$ cat src/rtl/fetch_sequencer.sv
// IF stage and instruction-memory arbiter: shares the single memory port between the loader and fetch.
// Optional feature macro: FETCH_PERF_CNT_EN adds the fetch_cnt/stall_cnt performance counters.
module fetch_sequencer #(
  parameter int          N        = 16,
  parameter logic [15:0] RESET_PC = 16'h0000
) (
  input  logic        clk,
  input  logic        rst,
  input  logic        start,
  input  logic        load_valid,
  input  logic [15:0] load_addr,
  input  logic [15:0] load_data,
  input  logic        load_last,
  output logic        load_ready,
  output logic [15:0] imem_addr,
  output logic        imem_we,
  output logic [15:0] imem_wdata,
  input  logic [15:0] imem_rdata,
  input  logic        stall,
  input  logic        redirect_valid,
  input  logic [15:0] redirect_pc,
  input  logic        halt,
  output logic [15:0] if_id_instr,
  output logic [15:0] if_id_pc,
  output logic        if_id_valid,
  output logic [1:0]  state,
  output logic [15:0] pc
`ifdef FETCH_PERF_CNT_EN
  ,
  output logic [15:0] fetch_cnt,
  output logic [15:0] stall_cnt
`endif
);

  typedef enum logic [1:0] {
    IDLE = 2'd0,
    LOAD = 2'd1,
    RUN  = 2'd2,
    HALT = 2'd3
  } state_t;

  localparam logic [16:0] LIMIT = 17'(N);

  state_t st;
  logic   addr_ok;
  logic   pc_end;
  logic   start_go;

  assign state      = st;
  assign load_ready = (st == IDLE) || (st == LOAD);
  assign addr_ok    = {1'b0, load_addr} < LIMIT;
  assign pc_end     = {1'b0, pc} >= LIMIT;

  // The loader owns the port whenever it may be accepted; a reset cycle must never write.
  assign imem_addr  = load_ready ? load_addr : pc;
  assign imem_we    = load_valid && load_ready && addr_ok && !rst;
  assign imem_wdata = load_data;

  assign start_go = start && (((st == IDLE) && !load_valid) || (st == HALT));

  always_ff @(posedge clk) begin
    if (rst) begin
      st          <= IDLE;
      pc          <= RESET_PC;
      if_id_instr <= '0;
      if_id_pc    <= '0;
      if_id_valid <= 1'b0;
    end else begin
      unique case (st)
        IDLE: begin
          if (load_valid) begin
            st <= LOAD;
          end else if (start) begin
            st <= RUN;
            pc <= RESET_PC;
          end
        end
        LOAD: begin
          if (load_valid && load_last) st <= IDLE;
        end
        RUN: begin
          // Priority: halt, redirect (beats stall), stall, end of memory, fetch.
          if (halt) begin
            st          <= HALT;
            if_id_valid <= 1'b0;
          end else if (redirect_valid) begin
            pc          <= redirect_pc;
            if_id_valid <= 1'b0;
          end else if (!stall) begin
            if (pc_end) begin
              st          <= HALT;
              if_id_valid <= 1'b0;
            end else begin
              if_id_instr <= imem_rdata;
              if_id_pc    <= pc;
              if_id_valid <= 1'b1;
              pc          <= pc + 16'd2;
            end
          end
        end
        HALT: begin
          if_id_valid <= 1'b0;
          if (start) begin
            st <= RUN;
            pc <= RESET_PC;
          end
        end
      endcase
    end
  end

`ifdef FETCH_PERF_CNT_EN
  logic do_fetch;
  logic do_stall;

  assign do_stall = (st == RUN) && !halt && !redirect_valid && stall;
  assign do_fetch = (st == RUN) && !halt && !redirect_valid && !stall && !pc_end;

  always_ff @(posedge clk) begin
    if (rst || start_go) begin
      fetch_cnt <= '0;
      stall_cnt <= '0;
    end else begin
      if (do_fetch && (fetch_cnt != 16'hFFFF)) fetch_cnt <= fetch_cnt + 16'd1;
      if (do_stall && (stall_cnt != 16'hFFFF)) stall_cnt <= stall_cnt + 16'd1;
    end
  end
`else
  logic unused_start_go;
  assign unused_start_go = start_go;
`endif

endmodule

$ cat config.mk
export PLATFORM = sky130hd
export DESIGN_NAME = fetch_sequencer
export DESIGN_NICKNAME = d
export VERILOG_FILES = /design/src/rtl/fetch_sequencer.sv
export SDC_FILE = /design/constraint.sdc
export NUM_CORES = 1
export LEC_CHECK = 0
export ABC_AREA = 1
export CAP_MARGIN = 15
export CORE_UTILIZATION = 38
export DETAILED_ROUTE_END_ITERATION = 16
export HOLD_SLACK_MARGIN = 0.08
export PLACE_DENSITY = 0.93
export SYNTH_ARGS = -nofsm -noshare
export SYNTH_HDL_FRONTEND = slang
export SYNTH_SLANG_ARGS = --single-unit
$ cat constraint.sdc
create_clock -name clk -period 2.1 [get_ports clk]
set_input_delay 0.63 -clock clk [delete_from_list [all_inputs] [get_ports clk]]
set_output_delay 0.63 -clock clk [all_outputs]
set_load 0.02 [all_outputs]
* Word level (Yosys, flattened, before mapping)
Cells that the tools add are included.
** Word-level totals
- Output and inout port bits :: 85
- Word-level logic and storage cells :: 58
- Input port bits :: 72
- Register bits :: 51
** Cells by class
- Add/subtract/negate cells :: 1
- Equal/unequal tests :: 12
- Bitwise logic cells :: 4
- Reduce and logical (&&, ||, !) cells :: 13
- Muxes and demuxes :: 21
- Order comparisons :: 2
** Operators with widths (number)
- 2-to-1 mux 16 bit :: 7
- case mux 16 bit (3 select lines) :: 1
- adder 16 x 2 -> 16 bit (second input constant) :: 1
- >= comparator 16 x 5 -> 1 bit (second input constant) :: 1
- less-than comparator 16 x 5 -> 1 bit (second input constant) :: 1
- inequality test 3 bit (second input constant) :: 5
- 2-to-1 mux 2 bit :: 7
- AND reduction 5 bit :: 2
- case mux 2 bit (4 select lines) :: 1
- equality test 2 bit (second input constant) :: 2
- logical AND 1 bit :: 4
- 2-to-1 mux 1 bit :: 4
- inequality test 2 bit (second input constant) :: 2
- inequality test 4 bit (second input constant) :: 1
- inverter 1 bit :: 4
- AND reduction 4 bit :: 1
- nonzero test 3 bit :: 1
- equality test 2 x 1 -> 1 bit (second input constant) :: 1
- zero test 2 bit :: 1
- inequality test 2 x 1 -> 1 bit (second input constant) :: 1
- case mux 1 bit (2 select lines) :: 1
- AND reduction 2 bit :: 1
- nonzero test 2 bit :: 1
- zero test 1 bit :: 1
- logical OR 1 bit :: 1

* Depth between registers and ports, before layout
Gate-level depths: netlist of the first run.
- Word-level depth :: 6
- Mapped depth :: 10
- Depth with buffers taken out :: 10

* Worst setup path after synthesis of the first run
OpenSTA, ideal clock, no wires.
- Path type :: input to output
- Start point :: input rst
- End point :: output imem_we
- Arrival :: 1569 ps
- Buffers on the path :: 2
- Stages on the path :: 5
- Required time :: 1470 ps
- Path slack :: -99 ps
- Cells stage by stage :: clkbuf_1 -> inv_1 -> clkbuf_1 -> nand4_1 -> nor2_1
** On the way
- Word-level cells in the longest chain between the ends :: 2
** RTL lines
- start, declared :: line 8 : input logic rst,
- zero test 1 bit :: line 56 : assign imem_we = load_valid && load_ready && addr_ok && !rst;
- logical AND 1 bit :: line 56
- end, declared :: line 16 : output logic imem_we,
No other way between the ends.

* Worst setup path in the final report of the first run
- Start point :: input load_addr[15]
- End point :: output imem_we
** On the way
- Word-level cells in the longest chain between the ends :: 3
** RTL lines
- start, declared :: line 11 : input logic [15:0] load_addr,
- less-than comparator 16 x 5 -> 1 bit :: line 51 : assign addr_ok = {1'b0, load_addr} < LIMIT;
- logical AND 1 bit (2 in series) :: line 56
No other way between the ends.

==> results of run 1 <==
==> worst max-delay path, cell delays in order <==
cell and delay, ps:
clkdlybuf4s50_1 420, inv_2 70, nand4_1 100, nor2_2 110, buf_6 120
==> metrics by stage <==
step                cells  worst slack (ps)  hold slack (ps)  setup TNS, ps  instance area (µm²)
floorplan             411              23.3              531              0                 2670
global placement      628              -751              440          -9410                 4070
detailed placement    628              -815              447         -10550                 4070
CTS                   636             -45.6              464          -45.6                 4120
global route          636             -18.7              482          -18.7                 4130
finish                636              22.3              461              0                 4130
==> final timing paths <==
path | end | cells after the start | slack (ps) | start
hold reg to reg | if_id_pc[4] | 2 | 460 | if_id_pc[4]
hold / removal | if_id_pc[4] | 2 | 460 | if_id_pc[4]
setup / recovery | imem_we | 5 | 20 | load_addr[15]
setup reg to reg | if_id_instr[13] | 8 | 410 | pc[9]
==> final cells by class <==
cell class	count	area [µm²]	area share [%]
inverter	41	154	3.73
timing repair buffer	154	1420	34.5
clock buffer	6	72.6	1.76
sequential	51	1030	24.9
clock inverter	2	16.3	0.394
multi-input combinational	286	1310	31.8
tap	96	120	2.91
==> power by group through the flow <==
| stage | combinational (mW) | clock, mW | sequential [mW] |
|---|---|---|---|
| global placement | 0.481 | 0 | 1.02 |
| CTS | 0.463 | 0.604 | 1.00 |
| floorplan | 0.234 | 0 | 1.04 |
| finish | 0.466 | 0.586 | 1.00 |
| global route | 0.503 | 0.643 | 1.00 |
| detailed placement | 0.489 | 0 | 1.02 |
==> registers in the layout, indices dropped and copies added, names as in the netlist <==
name,flops
if_id_pc,16
if_id_instr,16
if_id_valid,1
pc,16
state,2
==> per-layer routing <==
metal	vias to the layer above	share of wire, %
met5	-	0
met4	0	2.2
met3	22	9.4
met2	142	50
met1	1446	39
li1	1558	-
==> cells in the mapped netlist <==
cell type / instances / share of area, %
o21ai_1: 3 / 0.56
o211ai_1: 2 / 0.56
nand2_4: 1 / 0.42
inv_2: 4 / 0.56
nand2_2: 2 / 0.47
ha_1: 1 / 0.47
nand3_1: 36 / 6.8
dfxtp_1: 51 / 38
nand2_1: 94 / 13
nand4_1: 7 / 1.6
a31oi_1: 1 / 0.24
nor2_4: 1 / 0.42
inv_1: 37 / 5.2
clkbuf_1: 11 / 1.6
xor2_1: 1 / 0.33
nor4_1: 2 / 0.47
nor3_1: 1 / 0.19
nor2_1: 65 / 9.2
nor2_8: 1 / 0.75
buf_2: 5 / 0.94
o21ai_0: 42 / 7.9
a21oi_1: 25 / 4.7
or2_2: 1 / 0.24
buf_4: 17 / 4.8
==> repair_timing <==
action | CTS | global route
pin swaps | 6 | 7
setup endpoints to repair | 20 | 10
resized for setup | 89 | 24
==> kinds of logic (layout without fill, tap and decap cells) <==
kind of cell	Yosys count	after routing	synth area share (%)
and+or+nand+nor	211	211	33.8
adders and majority gates	1	1	0.470
xor gates and xnor gates	1	1	0.329
AOI/OAI and AO/OA	73	73	14.0
DFF	51	51	38.4
buffers and inverters	74	203	13.1
==> metrics.txt, run 1 <==
CP Launch Type=input pin; initial antenna violation count=0; critical path class=in2out; Vias/cell=between 4 and 5; Detail Placement HPWL=~6400 µm; RSZ-0062 raised after global routing=true; Worst-Margin Slew=423 ps; VDD IR-drop max=317 µV; maximum clock frequency=0.481 GHz; DRC Markers=0; met2 Resource Use GR=between 40% and 50%; sequential share of the synthesized area=a little under two fifths; Max-Cap Viols=0; Synth warnings=0; initial core utilization=approximately two fifths; fin nets=just over 600; Total Routing Usage GR=between 20% and 30%; critical path arrival=around 1500 ps; Final Power=2.05 mW; Syn Inst Count=411; Diodes inserted=0; H-tree Lvls=2; post-CTS setup buffers=0; met1 GRT Util=a little under a quarter; endpoint class of the critical path=output pin; Yosys reg bits=51; internal power=1.45 mW; pwr/cell area=498 mW/mm²; commonest non-fill, non-tap cell in the layout=nand2_1; Slew Viols, Final=0; Crit Path Max Fanout=2; drt first pass iters=4; fin crit share=98.9%; row count=30; Reg power frac=48.7%; IO Count=157; Max clock buf depth=2; Clock transition at path regs=~90 ps; DIE AREA=between 0.007 and 0.008 mm²; Rel. slew slack=between 70% and 80%; clock latency at the later pin of the worst-skew pair=between 300 and 400 ps; hold_buf cts=0; Core Footprint=between 0.006 and 0.007 mm²; Critical Path RT=between 1000 and 1500 ps; NetSw=about 600 µW; largest net degree at the start of global routing=36; chip height=85.7 µm; static leakage=1.83 nW; P&R area growth vs syn=55.0%; most used routing layer=met2; Final Hold Fails=0; setup violators final=0; DR WL/cell=13.3 µm; Sink Count=51; Layout fillers=between 600 and 700; TritonCTS clock tree=yes; total number of vias=roughly 3200; Final Critical Period=2080 ps; Combinational Power Share=a little under a quarter; WL final=around 8400 µm; CTS Buf Count=5; Synth cell types=24; final core occ=approximately three fifths; GPL Wtd Cong=~0.86; first-pass GRT wire length=approximately 13000 µm; grt met3 use=roughly 6.9%; status=finished, final reports clean; initial DRC count=171; final setup skew=approximately 7.1 ps; # port buffers=around 120; DRT antenna net count=0; DIE WIDTH=~86 µm; fraction of layout cells with a size suffix above 1=between 10% and 20%; root buffer cell=clkbuf_8; Worst Hold Class=reg2reg; Post-Syn Nets=between 400 and 500; grt ovf=0; Switching Share=roughly 29%; commonest non-fill, non-tap cells in the layout=nand2_1, clkdlybuf4s50_1, nor2_1, dfxtp_1, o21ai_0; Mean Syn Cell Area=between 6 and 7 µm²; Mapped Area=around 0.0027 mm²; vias in the first global route=slightly above 3000; clock network fraction of design power=roughly 29%
(Power assumes the default switching activity.)
==> run 2, diff against run 1 <==
--- a/config.mk
+++ b/config.mk
@@ -7,10 +7,11 @@
 export LEC_CHECK = 0
 export ABC_AREA = 1
 export CAP_MARGIN = 15
-export CORE_UTILIZATION = 38
+export CORE_UTILIZATION = 40
 export DETAILED_ROUTE_END_ITERATION = 16
+export DONT_BUFFER_PORTS = 1
 export HOLD_SLACK_MARGIN = 0.08
-export PLACE_DENSITY = 0.93
+export PLACE_DENSITY = 0.66
 export SYNTH_ARGS = -nofsm -noshare
 export SYNTH_HDL_FRONTEND = slang
 export SYNTH_SLANG_ARGS = --single-unit
==> run 2 against run 1 <==
Against the previous run: clock power about the same; routed wire length decreased by 13%; global-route usage decreased by 1.7 points; sequential cell count unchanged; die area decreased by 4.9%; clock skew increased by 3.5 ps; non-clock buffer count decreased by 119; count of clock-buffer cells in the layout decreased by 1; sequential share of layout area increased by 10 points; cell count decreased by 22%; largest cell class is now multi-input combinational cells; highest routed layer unchanged.
==> metrics.txt, run 2 (synthesis gave the netlist of run 1 again) <==
status=finished, final reports clean (unchanged); Layout Cells excl Fill=498 (was 636); Layout fillers=692 (was 624); CP Launch Type=input pin (unchanged); Final Hold Fails=0 (unchanged); DIE WIDTH=83.6 µm (was 85.7 µm); initial core utilization=41.7% (was 39.2%); Clock transition at path regs=100 ps (was 90 ps); DIE AREA=0.00698 mm² (was 0.00734 mm²); DRC Markers=0 (unchanged); # port buffers=0 (was 124); slowest stage cell on the critical path=nor4_1 (was clkdlybuf4s50_1); drt first pass iters=4 (unchanged); commonest non-fill, non-tap cells in the layout=nand2_1, nor2_1, dfxtp_1, o21ai_0, inv_1 (was nand2_1, clkdlybuf4s50_1, nor2_1, dfxtp_1, o21ai_0); Worst-Margin Slew=404 ps (was 423 ps); Total Routing Usage GR=20.6% (was 22.3%); Reg power frac=53.7% (was 48.7%); grt ovf=0 (unchanged); Finished Cell Area=0.00293 mm² (was 0.00413 mm²); internal power=1.32 mW (was 1.45 mW); Fin Setup TNS=0 ps (unchanged); chip height=83.6 µm (was 85.7 µm); first-pass GRT wire length=11700 µm (was 13200 µm); Crit Path Max Fanout=2 (unchanged); P&R area growth vs syn=10.2% (was 55.0%); biggest regs=if_id_instr x16, if_id_pc x16, pc x16 (unchanged); Final Critical Period=2040 ps (was 2080 ps); IO Count=157 (unchanged); largest net degree at the start of global routing=36 (unchanged); Final Power=1.88 mW (was 2.05 mW); Detail Placement HPWL=5480 µm (was 6450 µm); DP Area=0.00283 mm² (was 0.00407 mm²); DR WL/cell=14.8 µm (was 13.3 µm); Critical Path RT=1470 ps (about the same); commonest non-fill, non-tap cell in the layout=nand2_1 (unchanged); Max clock buf depth=2 (unchanged); static leakage=1.37 nW (was 1.83 nW); Sink Count=51 (unchanged); final setup skew=10.6 ps (was 7.11 ps); Switching Share=29.6% (was 29.4%); WL final=7370 µm (was 8440 µm); setup violators final=0 (unchanged); NetSw=556 µW (was 604 µW); GPL Wtd Cong=0.817 (was 0.857); crit-path cells=nor4_1 -> buf_4 -> nand4_1 -> nor2_4 (was clkdlybuf4s50_1 -> inv_2 -> nand4_1 -> nor2_2 -> buf_6); Combinational Power Share=15.1% (was 22.7%); Diodes inserted=0 (unchanged); fin nets=493 (was 612); clock latency at the later pin of the worst-skew pair=310 ps (about the same); H-tree Lvls=2 (unchanged); RSZ-0062 raised after global routing=false (was true); Core Footprint=0.00639 mm² (was 0.00679 mm²); fraction of layout cells with a size suffix above 1=13.3% (was 13.7%); critical path arrival=1410 ps (was 1450 ps); initial DRC count=100 (was 171); initial antenna violation count=0 (unchanged); Worst Hold Class=in2reg (was reg2reg); vias in the first global route=2514 (was 3037); hold_buf cts=0 (unchanged); Vias/cell=5.32 (was 4.98); slowest stage delay, CP=290 ps (was 420 ps); row count=29 (was 30); placed cell count=490 (was 628); Rel. slew slack=73.0% (was 71.7%); fin crit share=97.1% (was 98.9%); critical path class=in2out (unchanged); root buffer cell=clkbuf_8 (unchanged); TritonCTS clock tree=yes (unchanged); Slew Viols, Final=0 (unchanged); VDD IR-drop max=358 µV (was 317 µV); total number of vias=2647 (was 3168); Hold Slack=365 ps (was 461 ps); Max-Cap Viols=0 (unchanged); clock network fraction of design power=31.2% (was 28.6%); DRT antenna net count=0 (unchanged); pwr/cell area=641 mW/mm² (was 498 mW/mm²); CTS Buf Count=5 (unchanged); maximum clock frequency=0.490 GHz (was 0.481 GHz); endpoint class of the critical path=output pin (unchanged)
==> run 2: timing repair <==
| action | in CTS | in global routing |
|---|---|---|
| buffers inserted | 0 | 0 |
| gates resized for setup | 0 | 6 |
| endpoints found under the setup margin | 0 | 8 |
==> run 2: critical path: cells and delay by family <==
family	cells	cell delay, ps
simple gates	3	610
buf+inv	1	170
==> run 2: power by group through the flow <==
| stage | logic, mW | registers [mW] | clock network (mW) |
|---|---|---|---|
| after global placement | 0.282 | 1.03 | 0 |
| after CTS | 0.285 | 1.01 | 0.616 |
| after floorplan | 0.234 | 1.04 | 0 |
| after global routing | 0.313 | 1.01 | 0.636 |
| after detailed placement | 0.285 | 1.03 | 0 |
| final | 0.285 | 1.01 | 0.586 |
==> run 2: metrics by stage <==
stage	setup WS (ps)	util [%]
after floorplan	23.3	-
after global placement	8.30	44.3
after detailed placement	47.3	44.3
after CTS	22.2	45.7
after global routing	19.0	45.9
final	60.1	45.9
==> run 2: final cells by class <==
type                       instances  area [µm²]  area share, %
clock buffer                       5        68.8           2.35
multi-input combinational        286        1300           44.4
inverter                          41         156           5.34
tap                               77        96.3           3.29
clock inverter                     3        22.5          0.768
timing repair buffer              35         263           8.96
sequential                        51        1020           34.9
==> run 2: metal layers <==
layer | wire, µm | GRT usage, %
met1 | 2970 | 23.7
met2 | 3670 | 37.0
met3 | 691 | 6.13
met4 | 36 | 5.24
met5 | 0 | 0
==> run 2: worst paths after layout <==
kind / startpoint / to / slack [ps] / cells past startpoint
worst max-delay path: load_addr[8] / imem_we / 60 / 4
worst min-delay path: rst / pc[8] / 370 / 1
worst max register to register: pc[1] / pc[15] / 270 / 9
worst min register to register: pc[2] / if_id_pc[2] / 550 / 2
==> run 3, diff against run 2 <==
--- a/config.mk
+++ b/config.mk
@@ -12,6 +12,7 @@
 export DONT_BUFFER_PORTS = 1
 export HOLD_SLACK_MARGIN = 0.08
 export PLACE_DENSITY = 0.66
+export SLEW_MARGIN = 20
 export SYNTH_ARGS = -nofsm -noshare
 export SYNTH_HDL_FRONTEND = slang
 export SYNTH_SLANG_ARGS = --single-unit
==> results of run 3 <==
The final DEF is identical to that of run 2; final timing and power are the same.
==> RTL edit (flow settings as in run 1) <==
Add a define of `FETCH_PERF_CNT_EN`.
--- a/src/rtl/fetch_sequencer.sv
+++ b/src/rtl/fetch_sequencer.sv
@@ -1,5 +1,7 @@
 // IF stage and instruction-memory arbiter: shares the single memory port between the loader and fetch.
 // Optional feature macro: FETCH_PERF_CNT_EN adds the fetch_cnt/stall_cnt performance counters.
+`define FETCH_PERF_CNT_EN
+
 module fetch_sequencer #(
   parameter int          N        = 16,
   parameter logic [15:0] RESET_PC = 16'h0000
Function (old outputs only; new: fetch_cnt and stall_cnt): kept (equiv_simple and equiv_induct, registers matched by name and starting in step).
==> RTL edit against run 1 <==
The run now ends with negative setup slack left. Area after synthesis increased by 69%. Global-route usage decreased by 1.7 points. Wire length rose by 49%. Maximum frequency fell by 2.2%. Design area grew 59%. Power rose by 87%. Non-clock buffer count rose by 36. First-iteration DRC count rose by 68%. Register-to-register slack worse by 0.09 ns. Worst setup slack worse by 0.047 ns. Count of clock-buffer cells in the layout grew 5. Sequential cell count is 32 higher. Core utilization decreased by 3.3 points. Critical path type unchanged.
==> RTL edit: results (changes against run 1) <==
* Leakage at 2.76 nW (+50%)
* GP Congestion at 0.867 (+1.1%)
* Worst R2R Setup Slack at 0.32 ns (-0.09 ns)
* CTS buffer count at 9 (+4)
* Top cells by area, synth: dfxtp_1 (37%), nand2_1 (15%), nor2_1 (6.4%), inv_1 (5.5%), nand3_1 (4.8%)
* Maximum VDD drop at 0.392 mV (+24%)
* PortBufs at 156 (+26%)
* Syn nets at 735 (+52%)
* DP Area at 6270 um2 (+54%)
* Final worst slack at -0.0246 ns (-0.0469 ns)
* Largest net degree at the start of global routing at 54 (+50%)
* Syn-to-layout area delta at 46.2%
* Initial DRC count at 287 (+68%)
* Fillers at 1012 (+62%)
* Syn avg cell area at 6.82 um2 (+5.3%)
* Status: finished, violations left
* Grt met1 use at 26.6% (+3.7 points)
* Worst-Skew Late Latency at 0.34 ns (+0.03 ns)
* M3 GR Usage at 3.99% (-2.9 points)
* Placed cells at 951 (+51%)
* Vias in the first global route at 4257 (+40%)
* Crit path DAT at 1.49 ns (+0.04 ns)
* CTS Root Buffer Type: clkbuf_16
* Top delay family on crit path: simple AND/OR/NAND/NOR gates
* Slowest stage delay, CP at 0.29 ns (-0.13 ns)
* Slew headroom at 67.6% (-4.1 points)
* H-tree Lvls at 3 (+1)
* Synth cell types at 34 (+42%)
* Setup WS pre-CTS at -0.875 ns (-0.0604 ns)
* M2 GR Usage at 33.1% (-8.6 points)
* Critical-path top delay cell: nor4_1
* Share of cells above drive strength 1 at 13.2% (-0.48 points)
* Clock transition at the registers of the reported paths at 0.06 ns (-0.03 ns)
* Register area share after synthesis at 36.9% (-1.4 points)
* Drt via density at 4.93 (-1.1%)
* NumNets Final at 894 (+46%)
* First-pass DRT Iterations at 5 (+1)
* Routed WL at 12.5 mm (+49%)
* First-pass GRT wire length at 20.6 mm (+57%)
* Hold WS at 0.453 ns (-0.00794 ns)
* Final setup fails at 1 (+1)
* Failing checks: negative setup slack
-- RTL edit: changes by cell type in the layout (fill, tap and decap cells not counted), moves of 16 or more --
cell | run 1 | this run
nand2_1 | 94 | 174
dfxtp_1 | 49 | 82
inv_1 | 33 | 65
clkdlybuf4s50_1 | 92 | 114
o21ai_0 | 38 | 21
a21oi_1 | 25 | 41
-- RTL edit: worst paths after layout --
kind                            cells past startpoint             to          start
worst max-delay path                                5        imem_we  load_addr[13]
worst min-delay path                                2    if_id_pc[7]    if_id_pc[7]
worst max register to register                      8  fetch_cnt[11]   fetch_cnt[0]
worst min register to register                      2    if_id_pc[7]    if_id_pc[7]
-- RTL edit: kinds of logic (layout without fill, tap and decap cells) --
family | Yosys count | after routing | share of synthesized area [%]
buf+inv | 117 | 281 | 12.0
xor+xnor | 21 | 21 | 4.09
simple gates | 337 | 337 | 32.3
compound gates | 99 | 99 | 13.9
flops | 83 | 83 | 36.9
fa+ha+maj | 3 | 3 | 0.834
-- RTL edit: cell type report --
class / count / share of cell area [%]
Clock buffer: 11 / 3.54
Multi-Input combinational cell: 460 / 35.3
Clock inverter: 5 / 1.18
Sequential cell: 83 / 25.3
Inverter: 75 / 4.36
Timing Repair Buffer: 190 / 27.6
Tap cell: 143 / 2.72
-- RTL edit: where the power goes --
group / switching (mW) / internal (mW)
clock network: 0.650 / 1.04
registers: 0.0236 / 1.59
logic: 0.285 / 0.244
-- RTL edit: what timing repair did --
action                                 CTS  global route
hold buffers                             0             0
setup endpoints to repair               23            18
pin swaps                                6             4
resized for setup                       80            31
cloned                                   0             0
endpoints found under the hold margin    0             0
